`config.mk`:
```
export PLATFORM = sky130hd
export DESIGN_NAME = pad_ctrl_flat
export DESIGN_NICKNAME = d
export VERILOG_FILES = /design/src/rtl/pad_ctrl_if.sv /design/src/rtl/pad_ctrl.sv /design/src/flat_wrapper.sv
export SDC_FILE = /design/constraint.sdc
export NUM_CORES = 1
export LEC_CHECK = 0
export CAP_MARGIN = 20
export CORE_MARGIN = 2
export CORE_UTILIZATION = 49
export DETAILED_ROUTE_END_ITERATION = 7
export GPL_TIMING_DRIVEN = 0
export PLACE_DENSITY = 0.82
export SETUP_SLACK_MARGIN = 0.02
export SLEW_MARGIN = 15
export SYNTH_ARGS = -nofsm -noshare
export SYNTH_HDL_FRONTEND = slang
export SYNTH_SLANG_ARGS = --single-unit
```
`constraint.sdc`:
```
create_clock -name pclk -period 3.1 [get_ports pclk]
set_clock_uncertainty 0.05 [all_clocks]
set_input_delay 0.62 -clock pclk [delete_from_list [all_inputs] [get_ports pclk]]
set_output_delay 0.62 -clock pclk [all_outputs]
set_load 0.02 [all_outputs]
```
`src/rtl/pad_ctrl_if.sv`:
```
// pad_ctrl_if: APB slave bus bundle for the pad controller
interface pad_ctrl_if;
    logic        psel;
    logic        penable;
    logic        pwrite;
    logic [7:0]  paddr;
    logic [31:0] pwdata;
    logic [31:0] prdata;
    logic        pready;
    logic        pslverr;
    modport master (output psel, penable, pwrite, paddr, pwdata, input prdata, pready, pslverr);
    modport slave  (input psel, penable, pwrite, paddr, pwdata, output prdata, pready, pslverr);
endinterface

```
`src/rtl/pad_ctrl.sv`:
```
// pad_ctrl: APB-programmed padring control with synchronised input readback and rise interrupts
module pad_ctrl #(
    parameter int NUM_PADS = 32
) (
    input  logic                  pclk,
    input  logic                  presetn,
    pad_ctrl_if.slave             apb,
    output logic [NUM_PADS-1:0]   pad_din,
    input  logic [NUM_PADS-1:0]   pad_dout,
    output logic [4*NUM_PADS-1:0] pad_ctl,
    output logic                  irq
);
    localparam int N = NUM_PADS;
    logic [N-1:0] dout_r, oe_r, ie_r, pu_r, pd_r, inten_r, intstat_r;
    logic [N-1:0] sync1, sync2, sync3, din, rise, wd, rd;
    logic [N-1:0] regs [8];
    logic [2:0]   idx;
    logic         access, valid, wr;
    assign access = apb.psel & apb.penable;
    assign valid  = apb.paddr[7:5] == 3'd0 && apb.paddr[1:0] == 2'd0;
    assign idx    = apb.paddr[4:2];
    assign wr     = access & apb.pwrite & valid;
    assign wd     = apb.pwdata[N-1:0];
    // a pad disabled by IE reads 0 and cannot produce a rise
    assign din  = sync2 & ie_r;
    assign rise = din & ~sync3;
    assign regs = '{dout_r, oe_r, ie_r, pu_r, pd_r, din, inten_r, intstat_r};
    assign rd   = regs[idx];
    assign apb.prdata  = (access & valid) ? 32'(rd) : 32'd0;
    assign apb.pslverr = access & ~valid;
    assign apb.pready  = 1'b1;
    assign pad_din = dout_r;
    assign irq     = |(intstat_r & inten_r);
    always_comb begin
        pad_ctl = '0;
        for (int i = 0; i < N; i++)
            pad_ctl[4*i +: 4] = {pd_r[i] & ~pu_r[i], pu_r[i], ie_r[i], oe_r[i]};
    end
    always_ff @(posedge pclk or negedge presetn) begin
        if (!presetn) begin
            dout_r    <= '0;
            oe_r      <= '0;
            ie_r      <= '0;
            pu_r      <= '0;
            pd_r      <= '0;
            inten_r   <= '0;
            intstat_r <= '0;
            sync1     <= '0;
            sync2     <= '0;
            sync3     <= '0;
        end else begin
            dout_r    <= (wr && idx == 3'd0) ? wd : dout_r;
            oe_r      <= (wr && idx == 3'd1) ? wd : oe_r;
            ie_r      <= (wr && idx == 3'd2) ? wd : ie_r;
            pu_r      <= (wr && idx == 3'd3) ? wd : pu_r;
            pd_r      <= (wr && idx == 3'd4) ? wd : pd_r;
            inten_r   <= (wr && idx == 3'd6) ? wd : inten_r;
            // new rise is OR-ed after the W1C mask so a same-edge set wins
            intstat_r <= (intstat_r & ~((wr && idx == 3'd7) ? wd : '0)) | (rise & inten_r);
            sync1     <= pad_dout;
            sync2     <= sync1;
            sync3     <= din;
        end
    end
endmodule
```
`src/flat_wrapper.sv`:
```
// flat-port wrapper written by rule: the top's interface ports become plain ports
module pad_ctrl_flat 
#(
    parameter int NUM_PADS = 32
)
  (pclk, presetn, pad_din, pad_dout, pad_ctl, irq, apb_psel, apb_penable, apb_pwrite, apb_paddr, apb_pwdata, apb_prdata, apb_pready, apb_pslverr);
  pad_ctrl_if apb_i ();
  input  logic pclk;
  input  logic presetn;
  output logic [NUM_PADS-1:0] pad_din;
  input  logic [NUM_PADS-1:0] pad_dout;
  output logic [4*NUM_PADS-1:0] pad_ctl;
  output logic irq;
  input wire logic [$bits(apb_i.psel)-1:0] apb_psel;
  input wire logic [$bits(apb_i.penable)-1:0] apb_penable;
  input wire logic [$bits(apb_i.pwrite)-1:0] apb_pwrite;
  input wire logic [$bits(apb_i.paddr)-1:0] apb_paddr;
  input wire logic [$bits(apb_i.pwdata)-1:0] apb_pwdata;
  output wire logic [$bits(apb_i.prdata)-1:0] apb_prdata;
  output wire logic [$bits(apb_i.pready)-1:0] apb_pready;
  output wire logic [$bits(apb_i.pslverr)-1:0] apb_pslverr;
  assign apb_i.psel = apb_psel;
  assign apb_i.penable = apb_penable;
  assign apb_i.pwrite = apb_pwrite;
  assign apb_i.paddr = apb_paddr;
  assign apb_i.pwdata = apb_pwdata;
  assign apb_prdata = apb_i.prdata;
  assign apb_pready = apb_i.pready;
  assign apb_pslverr = apb_i.pslverr;
  pad_ctrl #(.NUM_PADS(NUM_PADS)) u_core (.pclk(pclk), .presetn(presetn), .apb(apb_i), .pad_din(pad_din), .pad_dout(pad_dout), .pad_ctl(pad_ctl), .irq(irq));
endmodule
```
==> flow_summary.yaml <==
floorplan:
  core_region_area_sq_mm: 0.0277
  ios: 272
  initial_core_util_pct: 49.7
  fp.dieH_um: 172
  rows: 61
  die_x_um: 172
  dieArea_sq_mm: 0.0295
worst_setup_path:
  critPathKind: "input pin to output pin"
  endpoint_kind: "output pin"
  cp.required_ns: 2.43
  start_kind: "input pin"
  crit_arrival_ns: 2.36
  crit_fanout: 10
grt:
  grt_usage_pct: 26.9
  antenna_found_initial: 0
  grt_pass1_wl_um: 59000
  grt_pass1_vias: 9819
  grt_overflow: 0
  grt_max_degree: 109
power_and_ir_drop:
  ir_worst_vdd_mv: 0.427
  p_leak_nw: 8.43
  power.density_mw_per_mm2: 495
sta:
  slew_viol_final: 0
  setup_tns_ns: 0
  fin_crit_ns: 3.03
  max_freq_mhz: 330
  finalCritPeriodShare_pct: 97.8
  rsz0062_at_grt: "yes"
  whs_ns: 0.296
  worst_pin_slew_ns: 0.648
  hold_viol_final: 0
  relSlewSlack_pct: 56.8
  setup_violations: 0
  timing.final.ws_setup_ns: 0.0689
clocking:
  cts_tree: "done"
  clk_pin_slew_ns: 0.06
  clk_path_buf_depth: 3
  root_buffer: "clkbuf_16"
  clk_latency_ns: 0.50
  cts.sinks: 320
  cts_htree_levels: 2
  cts_buffers: 34
yosys:
  ys_types: 36
  ys_warn_count: 0
  synth-seq-area-share_pct: 58.1
  synth.area.top_cells: "dfrtp_1 (58%), mux4_2 (10%), mux2_2 (8.3%), mux2_1 (5.0%), mux2_4 (3.3%)"
  synth_top_area_share_pct: 58.1
  synth_seq_cells: 320
  netlist_area_sq_mm: 0.0138
  postSynthNetCount: 945
  synthCells: 868
  syn_avg_cell_area_sq_um: 15.9
  yosysTopAreaCell: "dfrtp_1"
route:
  drtIter0Drc: 589
  drtPass1Iterations: 6
  vias: 9216
  postRouteAntennaNets: 0
  drc: 0
  viasPerCell: 5.83
  wirelength_um: 39100
  wire_per_inst_um: 24.7
layout:
  final_cells: 1582
  n_antenna_cell: 0
  drive_above_1_share_pct: 28.2
  fin_util_pct: 65.8
  syn_to_final_growth_pct: 32.4
  num-nets-final: 1256
placement:
  dp_slack_ns: -1.39
  place.detailed.hpwl_um: 26600
  gp_congestion: 0.816
  place.port_buffers: 268
  post-place-cells: 1517
worst_hold_path:
  hp-class: "register to register"
run:
  maxCapViolations: 0
outcome:
  outcome: "finished, final reports clean"
## sequential cells by signal (all words and copies together), names as in the netlist
signal,cells
u_core.ie_r,32
u_core.inten_r,32
u_core.intstat_r,32
u_core.oe_r,32
u_core.pad_din,32
u_core.pd_r,32
u_core.pu_r,32
u_core.sync1,32
u_core.sync2,32
u_core.sync3,32
## cell usage after synthesis (all sizes together)
| cell type | count |
|---|---|
| dfrtp | 320 |
| mux2 | 193 |
| mux4 | 63 |
| buf | 41 |
| nand4 | 38 |
| and2 | 34 |
| nor2b | 33 |
| a32o | 32 |
| inv | 32 |
| a22o | 31 |
| a22oi | 16 |
| clkbuf | 13 |
| nand3 | 5 |
| a21oi | 2 |
| and3b | 2 |
| a21bo | 1 |
| and3 | 1 |
| and4bb | 1 |
| conb | 1 |
| nand2 | 1 |
| nand2b | 1 |
| nor2 | 1 |
| nor3 | 1 |
| nor3b | 1 |
| nor4 | 1 |
| nor4b | 1 |
| o221ai | 1 |
| or4 | 1 |
## report_power, final
group          switching, W  total (W)  internal [W]
clock               0.00163    0.00416       0.00253
combinational      0.000305   0.000556      0.000252
sequential        0.0000515    0.00431       0.00426
## layer usage
| layer | global-route usage [%] | part of all wire (%) | wire [um] |
|---|---|---|---|
| met3 | 5.43 | 6.9 | 2690 |
| met4 | 8.99 | 3.2 | 1240 |
| met1 | 36.4 | 41 | 16200 |
| met2 | 44.0 | 48 | 18900 |
| met5 | 0 | 0 | 0 |
## timing repair
action / 4_1_cts / 5_1_grt
hold buffers: 1 / 0
gates resized for setup: 121 / 34
endpoints found under the setup margin: 33 / 30
pin swaps: 3 / 0
endpoints found under the hold margin: 17 / 0
setup buffers: 3 / 0
## path summary, 6_finish.rpt
check                                  from                   end  slack [ns]  cells after the start
setup reg to reg            u_core.ie_r[29]  u_core.intstat_r[29]        2.04                      2
hold / removal             u_core.sync1[11]      u_core.sync2[11]        0.30                      0
min in group asynchronous           presetn       u_core.oe_r[22]        0.49                      2
hold reg to reg            u_core.sync1[11]      u_core.sync2[11]        0.30                      0
setup / recovery                apb_penable         apb_prdata[4]        0.07                      7
max in group asynchronous           presetn       u_core.oe_r[19]        1.33                      4
## worst max-delay path, cell delays in order
cell and delay [ns]:
clkdlybuf4s50_1 0.49, and4bb_2 0.30, and2_0 0.15, clkbuf_4 0.19
buf_8 0.17, a22o_1 0.17, clkdlybuf4s15_2 0.26
## metrics by stage
stage | total power, W | area, sq um
floorplan | 0.00457 | 13800
global placement | 0.00492 | 16900
detailed placement | 0.00494 | 17000
CTS | 0.00910 | 18300
global route | 0.00932 | 18200
finish | 0.00903 | 18200
## cell usage in the layout, fill, tap and decap left out, types with 4 or more instances in the layout
master and count:
dfrtp_1 320, clkdlybuf4s50_1 230, mux2_2 102, mux4_2 63, mux2_1 61, nand4_1 37
clkbuf_16 35, nor2b_1 33, and2_1 32, inv_1 32, a32o_1 32, a22o_1 31
mux2_4 30, buf_6 16, a22oi_1 16, buf_2 15, clkbuf_2 14, clkbuf_1 14
clkbuf_8 13, buf_4 13, clkdlybuf4s15_2 9, dlygate4sd2_1 7, buf_8 4, clkbuf_4 4
## layout make-up
cell class	count	area (sq um)
fillers	1940	9470
flip-flops and latches	320	8010
multi-input cells	462	5310
repair buffers	275	2700
clock buffers	54	1070
well taps	378	473
plain buffers	54	462
inverters	32	120
clock inverters	7	92.6
## cells by family after synthesis
| logic type | synth area share [%] |
|---|---|
| AO/OA/AOI/OAI | 5.38 |
| buffers and inverters | 3.32 |
| flip-flops | 58.1 |
| multiplexers | 26.9 |
| other | 0.0272 |
| AND/OR/NAND/NOR | 6.24 |
No activity file was read; power rests on OpenSTA's default activity.
